**config.mk**
```make
export PLATFORM = sky130hd
export DESIGN_NAME = gpio_param_loader
export DESIGN_NICKNAME = d
export VERILOG_FILES = /design/src/rtl/gpio_param_loader.sv
export SDC_FILE = /design/constraint.sdc
export NUM_CORES = 1
export LEC_CHECK = 0
export CORE_MARGIN = 2
export CORE_UTILIZATION = 30
export CTS_BUF_LIST = sky130_fd_sc_hd__clkbuf_16
export CTS_CLUSTER_SIZE = 14
export DETAILED_ROUTE_END_ITERATION = 10
export PLACE_DENSITY_LB_ADDON = 0.12
export SKIP_CTS_REPAIR_TIMING = 1
export SYNTH_ARGS = -nofsm -noshare
export SYNTH_HDL_FRONTEND = slang
export SYNTH_SLANG_ARGS = --single-unit
```
**constraint.sdc**
```tcl
create_clock -name CLK -period 4.1 [get_ports CLK]
set_input_delay 0.615 -clock CLK [delete_from_list [all_inputs] [get_ports CLK]]
set_output_delay 0.615 -clock CLK [all_outputs]
set_load 0.02 [all_outputs]
```
**src/rtl/gpio_param_loader.sv**
```systemverilog
// gpio_param_loader: decodes a toggle-handshaked three-word host protocol
// (header, data low, data high/commit) arriving on a shared GP_IN word and
// writes complete 32-bit values into a bank of runtime parameters.
module gpio_param_loader #(
    parameter int                          PARAM_COUNT  = 16,
    parameter logic [3:0]                  SET_ID       = 4'd0,
    parameter logic [PARAM_COUNT*32-1:0]   RESET_VALUES = '0
) (
    input  logic                          CLK,
    input  logic                          RESETN,
    input  logic [31:0]                   GP_IN,
    output logic [31:0]                   GP_OUT,
    output logic [PARAM_COUNT*32-1:0]     PARAMS_DATA,
    output logic [PARAM_COUNT-1:0]        PARAM_UPDATE
);

    typedef enum logic [1:0] {
        ST_IDLE    = 2'd0,
        ST_HDR     = 2'd1,
        ST_LO      = 2'd2,
        ST_FOREIGN = 2'd3
    } state_t;

    typedef enum logic [1:0] {
        OP_HDR   = 2'd0,
        OP_DLO   = 2'd1,
        OP_DHI   = 2'd2,
        OP_ABORT = 2'd3
    } op_t;

    localparam logic [4:0] COUNT_LIMIT = 5'(PARAM_COUNT);

    // Capture pipeline: s1/s2 resynchronise GP_IN, s3 is the previous s2.
    logic [31:0] s1, s2, s3;
    logic        last_t;

    // Decoder state.
    state_t      state, state_nxt;
    logic        err, err_nxt;
    logic        ack_t;
    logic [3:0]  idx, idx_nxt;
    logic [15:0] lo, lo_nxt;
    logic        ack;
    logic        commit;

    // A new word is taken only once it has settled (two equal samples) and
    // its toggle bit differs from the last word taken.
    logic accept;
    op_t  op;
    logic own_set;
    logic index_ok;

    assign accept   = (s2[31] != last_t) && (s2 == s3);
    assign op       = op_t'(s2[30:29]);
    assign own_set  = (s2[27:24] == SET_ID);
    assign index_ok = ({1'b0, s2[3:0]} < COUNT_LIMIT);

    // Resynchronise the host word and remember the toggle of the last accepted word.
    always_ff @(posedge CLK) begin
        // NOTE: every clocked assignment is non-blocking so all flops sample
        // the pre-edge values of their sources, independent of statement order.
        if (!RESETN) begin
            s1     <= '0;
            s2     <= '0;
            s3     <= '0;
            last_t <= 1'b0;
        end else begin
            s1 <= GP_IN;
            s2 <= s1;
            s3 <= s2;
            if (accept) begin
                last_t <= s2[31];
            end
        end
    end

    // Protocol decode: next state, sticky error, latched index/low half, ack and commit.
    always_comb begin
        // NOTE: every output of this block gets a default first, so no path
        // leaves a variable unassigned and no latch is inferred.
        state_nxt = state;
        err_nxt   = err;
        idx_nxt   = idx;
        lo_nxt    = lo;
        ack       = 1'b0;
        commit    = 1'b0;

        if (accept) begin
            unique case (op)
                OP_HDR: begin
                    if (own_set) begin
                        ack = 1'b1;
                        if (index_ok) begin
                            idx_nxt   = s2[3:0];
                            state_nxt = ST_HDR;
                        end else begin
                            err_nxt   = 1'b1;
                            state_nxt = ST_IDLE;
                        end
                    end else begin
                        state_nxt = ST_FOREIGN;
                    end
                end
                OP_DLO: begin
                    if (state != ST_FOREIGN) begin
                        ack = 1'b1;
                        if (state == ST_IDLE) begin
                            err_nxt = 1'b1;
                        end else begin
                            lo_nxt    = s2[15:0];
                            state_nxt = ST_LO;
                        end
                    end
                end
                OP_DHI: begin
                    if (state != ST_FOREIGN) begin
                        ack       = 1'b1;
                        state_nxt = ST_IDLE;
                        if (state == ST_LO) begin
                            commit = 1'b1;
                        end else begin
                            err_nxt = 1'b1;
                        end
                    end
                end
                OP_ABORT: begin
                    state_nxt = ST_IDLE;
                    if (state != ST_FOREIGN) begin
                        ack = 1'b1;
                        if (s2[0]) begin
                            err_nxt = 1'b0;
                        end
                    end
                end
            endcase
        end
    end

    // Decoder state register; the ack bit echoes the toggle of each acknowledged word.
    always_ff @(posedge CLK) begin
        if (!RESETN) begin
            state <= ST_IDLE;
            err   <= 1'b0;
            ack_t <= 1'b0;
            idx   <= '0;
            lo    <= '0;
        end else begin
            state <= state_nxt;
            err   <= err_nxt;
            idx   <= idx_nxt;
            lo    <= lo_nxt;
            if (ack) begin
                ack_t <= s2[31];
            end
        end
    end

    // Parameter bank: only a commit changes a value, and it pulses that parameter's update bit.
    always_ff @(posedge CLK) begin
        // NOTE: the bank is a set of flops with a defined power-up image that
        // downstream logic relies on, so it is reset, unlike a RAM would be.
        if (!RESETN) begin
            PARAMS_DATA  <= RESET_VALUES;
            PARAM_UPDATE <= '0;
        end else begin
            PARAM_UPDATE <= '0;
            for (int i = 0; i < PARAM_COUNT; i++) begin
                if (commit && (idx == 4'(i))) begin
                    PARAMS_DATA[i*32 +: 32] <= {s2[15:0], lo};
                    PARAM_UPDATE[i]         <= 1'b1;
                end
            end
        end
    end

    assign GP_OUT = {ack_t, state, err, SET_ID, 20'd0, idx};

endmodule

```
==> run summary, run 1 <==
Per report_power, the clock group accounts for 48.6% of the total. The largest net degree at the start of global routing came out at between 200 and 250. The critical path is of the flip-flop to flip-flop type. The analysis attributes to net switching a power of 2.937 mW. In the synthesized netlist the async set-or-reset flop fraction comes to 0%. The shortest period the worst path allows came out at approximately 2.8 ns. Global routing used 32.56% of the available met2 tracks.

The worst setup path is captured at a flip-flop. The number of DRC markers in iteration 0 is 1,021. The number of max-slew violations in the final report is 0. The top achievable clock speed came out at 0.3581 GHz. The number of failing setup endpoints in the final timing report came out at 0. The area taken by flip-flops and latches is ~13,000 sq um. The proportion of power drawn by combinational gates is under 10%.

The count of input and output buffers is between 500 and 600. The largest vdd supply drop came out at between 0.2 and 0.3 mV. The initial antenna violation count came out at 2. The post-synthesis to final-layout area growth is 37.07%. Among cell families on the critical path, the largest total delay comes from simple AND/OR/NAND/NOR gates. From bottom edge to top edge, the die measures 274.3 um. The critical path goes through or3b_1 -> a211oi_1 -> and4_2 -> nand4_4 -> buf_4 -> nand3_1 -> o21ai_1.

The total negative setup slack is 0 ns. Setup repair after global routing left no endpoint under its margin. The number of CTS-inserted buffers is 73.

For the pin with the worst max-slew slack, the measured transition is around 1.1 ns. The top fanout value on the critical path came out at 64. After synthesis, the largest area contributor takes up 59.26% of total cell area. The total instance count after detailed placement is 3,565. The first detailed-routing pass ran for 5 iterations. The final instance count without filler cells is 3,693. The number of instances in the synthesized netlist is 2,215. The full die area is 75,260 sq um.

The H-tree generated during clock tree synthesis spans 3 levels. The number of synthesized flops with an enable pin came out at 0. For this design the ratio of total power to cell area is 431.9 nW/um^2. The synthesized design contains 649 register bits. The routing usage on met1 came out at 26.34%. Counting distinct cell types in the post-synthesis netlist gives 50. The number of maximum-capacitance violations came out at 0. The number of cell rows came out at 99. In this run the mean area of a mapped cell was 9.898 sq um. Of the total power, registers draw 49.0%.

The run finished with clean final reports. No sink is reached through more buffers than the 3 on the longest clock path. The required time reported for the critical path endpoint is ~4.5 ns. The number of nets in the final layout came out at 2,715. The critical path arrival is 3.24 ns. The number of buffers and inverters on the critical path came out at 1. The wire length after detailed routing is 80.10 mm. Summing the sequential cell areas from Yosys gives about three fifths of the chip area. The highest-delay cell along the critical path is and4_2. The number of global-route vias before repair was between 15,000 and 20,000. During synthesis, Yosys emitted a total of 0 warnings. Detailed routing inserted a total of 17,730 vias. The placer congestion estimate came out at just under 0.8. After clock tree synthesis, the clock-pin slew on the worst setup and hold paths is 0.06 ns.

Clock tree synthesis found a total of 649 sinks. The share of layout cells above drive strength 1 came out at 8.413%. The total standard cell area after synthesis came out at 21,920 sq um. The synthesized design spends more area on one cell type than any other, namely dfxtp_1.

The met3 track utilization from global routing came out at 6.568%. In this run the static leakage power is 10.64 nW. The layer carrying the most global-route usage is met2. Net switching is between 20% and 30% of the power.

The first-pass GRT wire length came out at about 110 mm. The largest single stage delay on the critical path is a little over 0.8 ns. The DRC violation count after routing is 0.

The die extent in x is 274.3 um. The utilization of the core after routing came out at 41.33%. Leaving out fill and tap cells, the most frequent cells in the layout are dfxtp_1, clkdlybuf4s50_1, nand3_1, o21ai_1, o21ai_0. After detailed routing, the average wire length per cell comes to 21.69 um. In the post-synthesis netlist, the biggest area contributors are dfxtp_1, nand3_1, o21ai_1.

The internal power is between 10 and 15 mW. In the synthesized netlist the dominant register cell turns out to be dfxtp_1. The placed wire-length estimate came out at 52.23 mm. In the global route stage, overall resource usage came out at 20.54%. STA classifies the critical path startpoint as a flip-flop. After global routing the overflow that remains totals 0.

Leaving out fill and tap cells, the most frequent cell in the layout is dfxtp_1. The tree is rooted in a clkbuf_16. The CTS tree is yes. The tightest min-delay check is of the flip-flop to flip-flop type.

The clock latency at the later pin of the worst-skew pair is approximately 0.62 ns. The worst path uses 68.10% of the clock period. The area of the core came out at 72,710 sq um.

The relative slew slack is around a quarter. During I/O placement, the number of pins put on the boundary was slightly below 600. The area of combinational cells with multiple inputs is roughly 7500 sq um. The final count of hold timing violations is 0.

Once the floorplan was initialized, standard cells occupied 30.15% of the core. The post-route antenna net violation count came out at 0. The layout has 7,099 filler cells. The final worst clock skew came out at 0.01988 ns. The average via count per standard cell is about 4.8. The number of antenna diodes in the final layout is 0.
## power groups by stage
| stage | clock network (mW) | registers, mW | logic [mW] |
|---|---|---|---|
| finish | 6.31 | 6.36 | 0.308 |
| global route | 6.72 | 6.36 | 0.337 |
| CTS | 6.48 | 6.36 | 0.315 |
| detailed placement | 0 | 6.50 | 0.314 |
| global placement | 0 | 6.50 | 0.311 |
| floorplan | 0 | 6.49 | 0.214 |
## path summary, 6_finish.rpt
| path | from | end | slack (ns) | depth (start not counted) |
|---|---|---|---|---|
| worst max-delay path | last_t$_SDFFE_PN0P_ | PARAMS_DATA[299]$_SDFFE_PN0P_ | 1.31 | 7 |
| worst min-delay path | s1[1]$_SDFF_PN0_ | s2[1]$_SDFF_PN0_ | 0.43 | 1 |
| worst max register to register | last_t$_SDFFE_PN0P_ | PARAMS_DATA[299]$_SDFFE_PN0P_ | 1.31 | 7 |
| worst min register to register | s1[1]$_SDFF_PN0_ | s2[1]$_SDFF_PN0_ | 0.43 | 1 |
## metal layers
metal / vias to the layer above / wire length [um]
li1: 8657 / -
met1: 8355 / 35180
met2: 597 / 36180
met3: 116 / 6493
met4: 0 / 2239
met5: - / 0
## layout make-up
| type | instances | area share (%) |
|---|---|---|
| repair buffers | 604 | 19.88 |
| flip-flops and latches | 649 | 43.23 |
| clock buffers | 76 | 6.328 |
| multi-input cells | 1336 | 25.09 |
| well taps | 959 | 3.993 |
| inverters | 17 | 0.2123 |
| clock inverters | 52 | 1.262 |
## cells by family (layout without fill, tap and decap cells)
family / after synthesis / count (layout) / synth area share, %
xor gates and xnor gates: 32 / 32 / 1.278
AOI/OAI and AO/OA: 525 / 525 / 13.22
other: 1 / 24 / 0.01710
DFF: 649 / 649 / 59.26
muxes: 21 / 21 / 0.9587
and+or+nand+nor: 734 / 734 / 18.16
buffers and inverters: 253 / 749 / 7.111
## metrics by stage
stage | power, mW | instance area, sq um | hold WS [ns] | setup WS, ns
after floorplan | 6.708 | 22010 | 0.4119 | 1.835
after global placement | 6.812 | 27770 | 0.4236 | 1.343
after detailed placement | 6.815 | 27770 | 0.4208 | 1.292
after CTS | 13.16 | 30050 | 0.4344 | 1.276
after global routing | 13.42 | 30050 | 0.4423 | 1.018
final | 12.98 | 30050 | 0.4313 | 1.308
## cell usage after synthesis, types with 19 or more instances
library cell,number
dfxtp_1,649
nand3_1,515
o21ai_1,256
o21ai_0,193
clkbuf_1,83
and2_1,80
o21ai_2,64
buf_6,62
buf_1,52
nand2_1,45
nor2_1,33
buf_4,28
mux2i_1,21
xor2_1,19
## state kept, by name, indices dropped and copies added, names as in the netlist, 2 cells and up
name,cells
s2,32
PARAMS_DATA,512
state,2
s1,32
idx,4
lo,16
s3,32
PARAM_UPDATE,16
Note: power is estimated with default switching activity, not from simulation.
==> inputs of run 2 (changes only) <==
- clock period: 4.1 -> 2.4 ns (I/O delays scaled with it)
==> run 2 against run 1 <==
Effect of this change:
- register-to-register slack got worse by 1.2 ns
- setup slack got worse by 1.2 ns
- sequential power up 71%
- clock power up 62%
- critical path depth decreased by 1
- global-route usage grew 0.21 points
- non-clock buffer count up 46
- maximum frequency up 22%
- critical path type unchanged
==> run summary, run 2 (synthesized netlist as in run 1, its figures left out) <==
The flow ran to the end, and the final reports show no timing, DRC or antenna violations. The sequential cell fraction of total power was 50.2% (+1.2 points). The clock root buffer is clkbuf_16. The placer congestion estimate is 0.8052 (+2.7%). The share of layout cells above drive strength 1 is 9.834% (+1.4 points). The total instance count after detailed placement is 3,611 (+1.3%). The clock latency at the later pin of the worst-skew pair is 0.61 ns (about the same). The top achievable clock speed is 0.4373 GHz (+22%). The wire length per cell is 21.57 um (-0.57%). The number of flip-flops in the largest register was 512 (unchanged). The final instance count without filler cells is 3,736 (+1.2%). The number of nets in the final layout came out at 2,761 (+1.7%).

The number of cell rows is 99 (unchanged). The H-tree level count is 3 (unchanged). The overall track demand over capacity in global routing came out at 20.75% (+0.21 points). The total design power was 21.64 mW (+67%).

The DRC violation count after routing came to 0 (unchanged). The worst hold path belongs to the class input port to flip-flop. The post-route cell area came out at 30,680 sq um (+2.1%). The final cycle utilization of the critical path is 95.27% (+27 points). The critical path arrival is 2.73 ns (-0.51 ns). STA classifies the critical path startpoint as a flip-flop. The proportion of power drawn by combinational gates is 2.7% (+0.3 points). The placed wire-length estimate is 54.22 mm (+3.8%).

The largest vdd supply drop was 0.4505 mV (+60%). The required time reported for the critical path endpoint came out at 2.84 ns (-1.70 ns). The average via count per standard cell came to 4.757 (-0.89%). On the critical path, the stage with the largest delay is an instance of a2111o_1. The initial antenna violation count came to 1 (-1).

PARAMS_DATA holds more flip-flops than any other register. The clock transition time at the flip-flop clock pins of the worst setup and hold paths was 0.06 ns (about the same). The number of maximum-capacitance violations came out at 0 (unchanged). The post-synthesis to final-layout area growth came out at 39.94%. The power spent charging and discharging nets came out at 4.859 mW (+65%).

The full die area came out at 75,260 sq um (unchanged). The delay of the slowest cell on the worst path is 0.47 ns (-0.34 ns). In the layout the commonest cells are dfxtp_1, clkdlybuf4s50_1, nand3_1, o21ai_1, o21ai_0. The cell area power density came out at 705.3 nW/um^2 (+63%). The overflow left after global routing came to 0 (unchanged). The first-pass iteration count of the detailed router came out at 5 (unchanged).

The die extent in x came out at 274.3 um (unchanged). Setup repair after global routing left no endpoint under its margin. The overall die height is 274.3 um (unchanged). The number of max-slew violations in the final report was 0 (unchanged). The largest net degree at the start of global routing came out at 87 (-60%).

The effective utilization at floorplan was 30.15% (unchanged). The transition at the pin with the smallest max-transition slack came out at 0.7609 ns (-0.3720 ns). The top fanout value on the critical path was 16 (-75%). The maximum clock path buffer count came out at 3 (unchanged). The wire length after detailed routing came out at 80.57 mm (+0.59%). The final count of hold timing violations is 0 (unchanged).

The total vias in the final route is 17,770 (+0.27%). The switching part of the total power came out at 22.45% (-0.18 points). The internal power is 16.78 mW (+67%). The number of clock sinks came out at 649 (unchanged).

The library cell used most frequently in the layout, excluding fill and tap cells, is dfxtp_1. The cell leakage power is 10.99 nW (+3.3%). The worst setup path is of the flip-flop to flip-flop kind. The signal on the critical path passes through or3b_1 -> a2111o_1 -> or2_0 -> or3_4 -> buf_12 -> mux2i_1. The first-pass GRT wire length is 115.4 mm (+1.4%). The proportion of power drawn by the clock network is 47.0% (-1.6 points).

The number of ports placed on the die boundary came to 594 (unchanged). The worst setup path is captured at a flip-flop. The count of input and output buffers came out at 569 (unchanged).

The count of filler cells inserted in the layout is 7,062 (-0.52%). The shortest period the worst path allows is 2.287 ns (-0.5057 ns). The number of DRC markers in iteration 0 is 899 (-12%). The final worst clock skew is 0.02082 ns (+0.0009461 ns). The number of CTS-inserted buffers is 73 (unchanged).

The number of failing setup endpoints in the final timing report is 0 (unchanged). The placement-stage cell area came to 28,480 sq um (+2.6%). The number of global-route vias before repair is 16,990 (+2.7%). TritonCTS built the clock tree. The area of the core is 72,710 sq um (unchanged). The relative slew slack is 49.09% (+25 points). The post-route antenna net violation count was 0 (unchanged).
run 2: critical path: cells and delay by family, from the launching register on:
kind,cells,cell delay [ns]
AND/OR/NAND/NOR,3,1.04
flip-flops,1,0.32
AO/OA/AOI/OAI,1,0.47
buffers and inverters,1,0.17
multiplexers,1,0.13
run 2: routing by layer:
metal  vias to the layer above  routed length (um)  GRT usage, %
met5                         -                   0             0
met4                         0                2308         7.065
met3                       116                6615         6.839
met2                       551               36510         33.15
met1                      8370               35140         26.22
li1                       8735                   -             -
run 2: final timing paths:
kind | start | endpoint | slack, ns | depth (start not counted)
setup / recovery | s2[31]$_SDFF_PN0_ | lo[6]$_SDFFE_PN0P_ | 0.11 | 6
hold / removal | RESETN | PARAMS_DATA[244]$_SDFFE_PN0P_ | 0.20 | 3
setup reg to reg | s2[31]$_SDFF_PN0_ | lo[6]$_SDFFE_PN0P_ | 0.11 | 6
hold reg to reg | s1[24]$_SDFF_PN0_ | s2[24]$_SDFF_PN0_ | 0.43 | 1
run 2: through the flow:
step	hold WS, ns	util, %	TNS [ns]	setup slack (ns)
global placement	0.4230	39.17	-0.01569	-0.01569
global route	0.2105	42.19	0	0.004792
CTS	0.1724	42.14	-0.01966	-0.01966
detailed placement	0.4226	39.17	0	0.07633
floorplan	0.4119	-	0	0.1350
finish	0.2002	42.20	0	0.1134
run 2: area by class of cell:
cell class / instances / area [sq um] / share of cell area, %
Tap cell: 959 / 1200 / 3.911
Clock buffer: 75 / 1877 / 6.117
Multi-Input combinational cell: 1336 / 7571 / 24.68
Inverter: 17 / 63.81 / 0.2080
Antenna cell: 1 / 2.502 / 0.008156
Clock inverter: 49 / 286.5 / 0.9339
Sequential cell: 649 / 13000 / 42.36
Timing Repair Buffer: 650 / 6684 / 21.79
run 2: power groups by stage:
stage / Sequential (mW) / Combinational [mW] / Clock, mW
5_1_grt: 10.9 / 0.639 / 10.9
6_report: 10.9 / 0.591 / 10.2
3_5_place_dp: 11.1 / 0.588 / 0
4_1_cts: 10.9 / 0.590 / 10.5
2_1_floorplan: 11.1 / 0.365 / 0
3_3_place_gp: 11.1 / 0.586 / 0
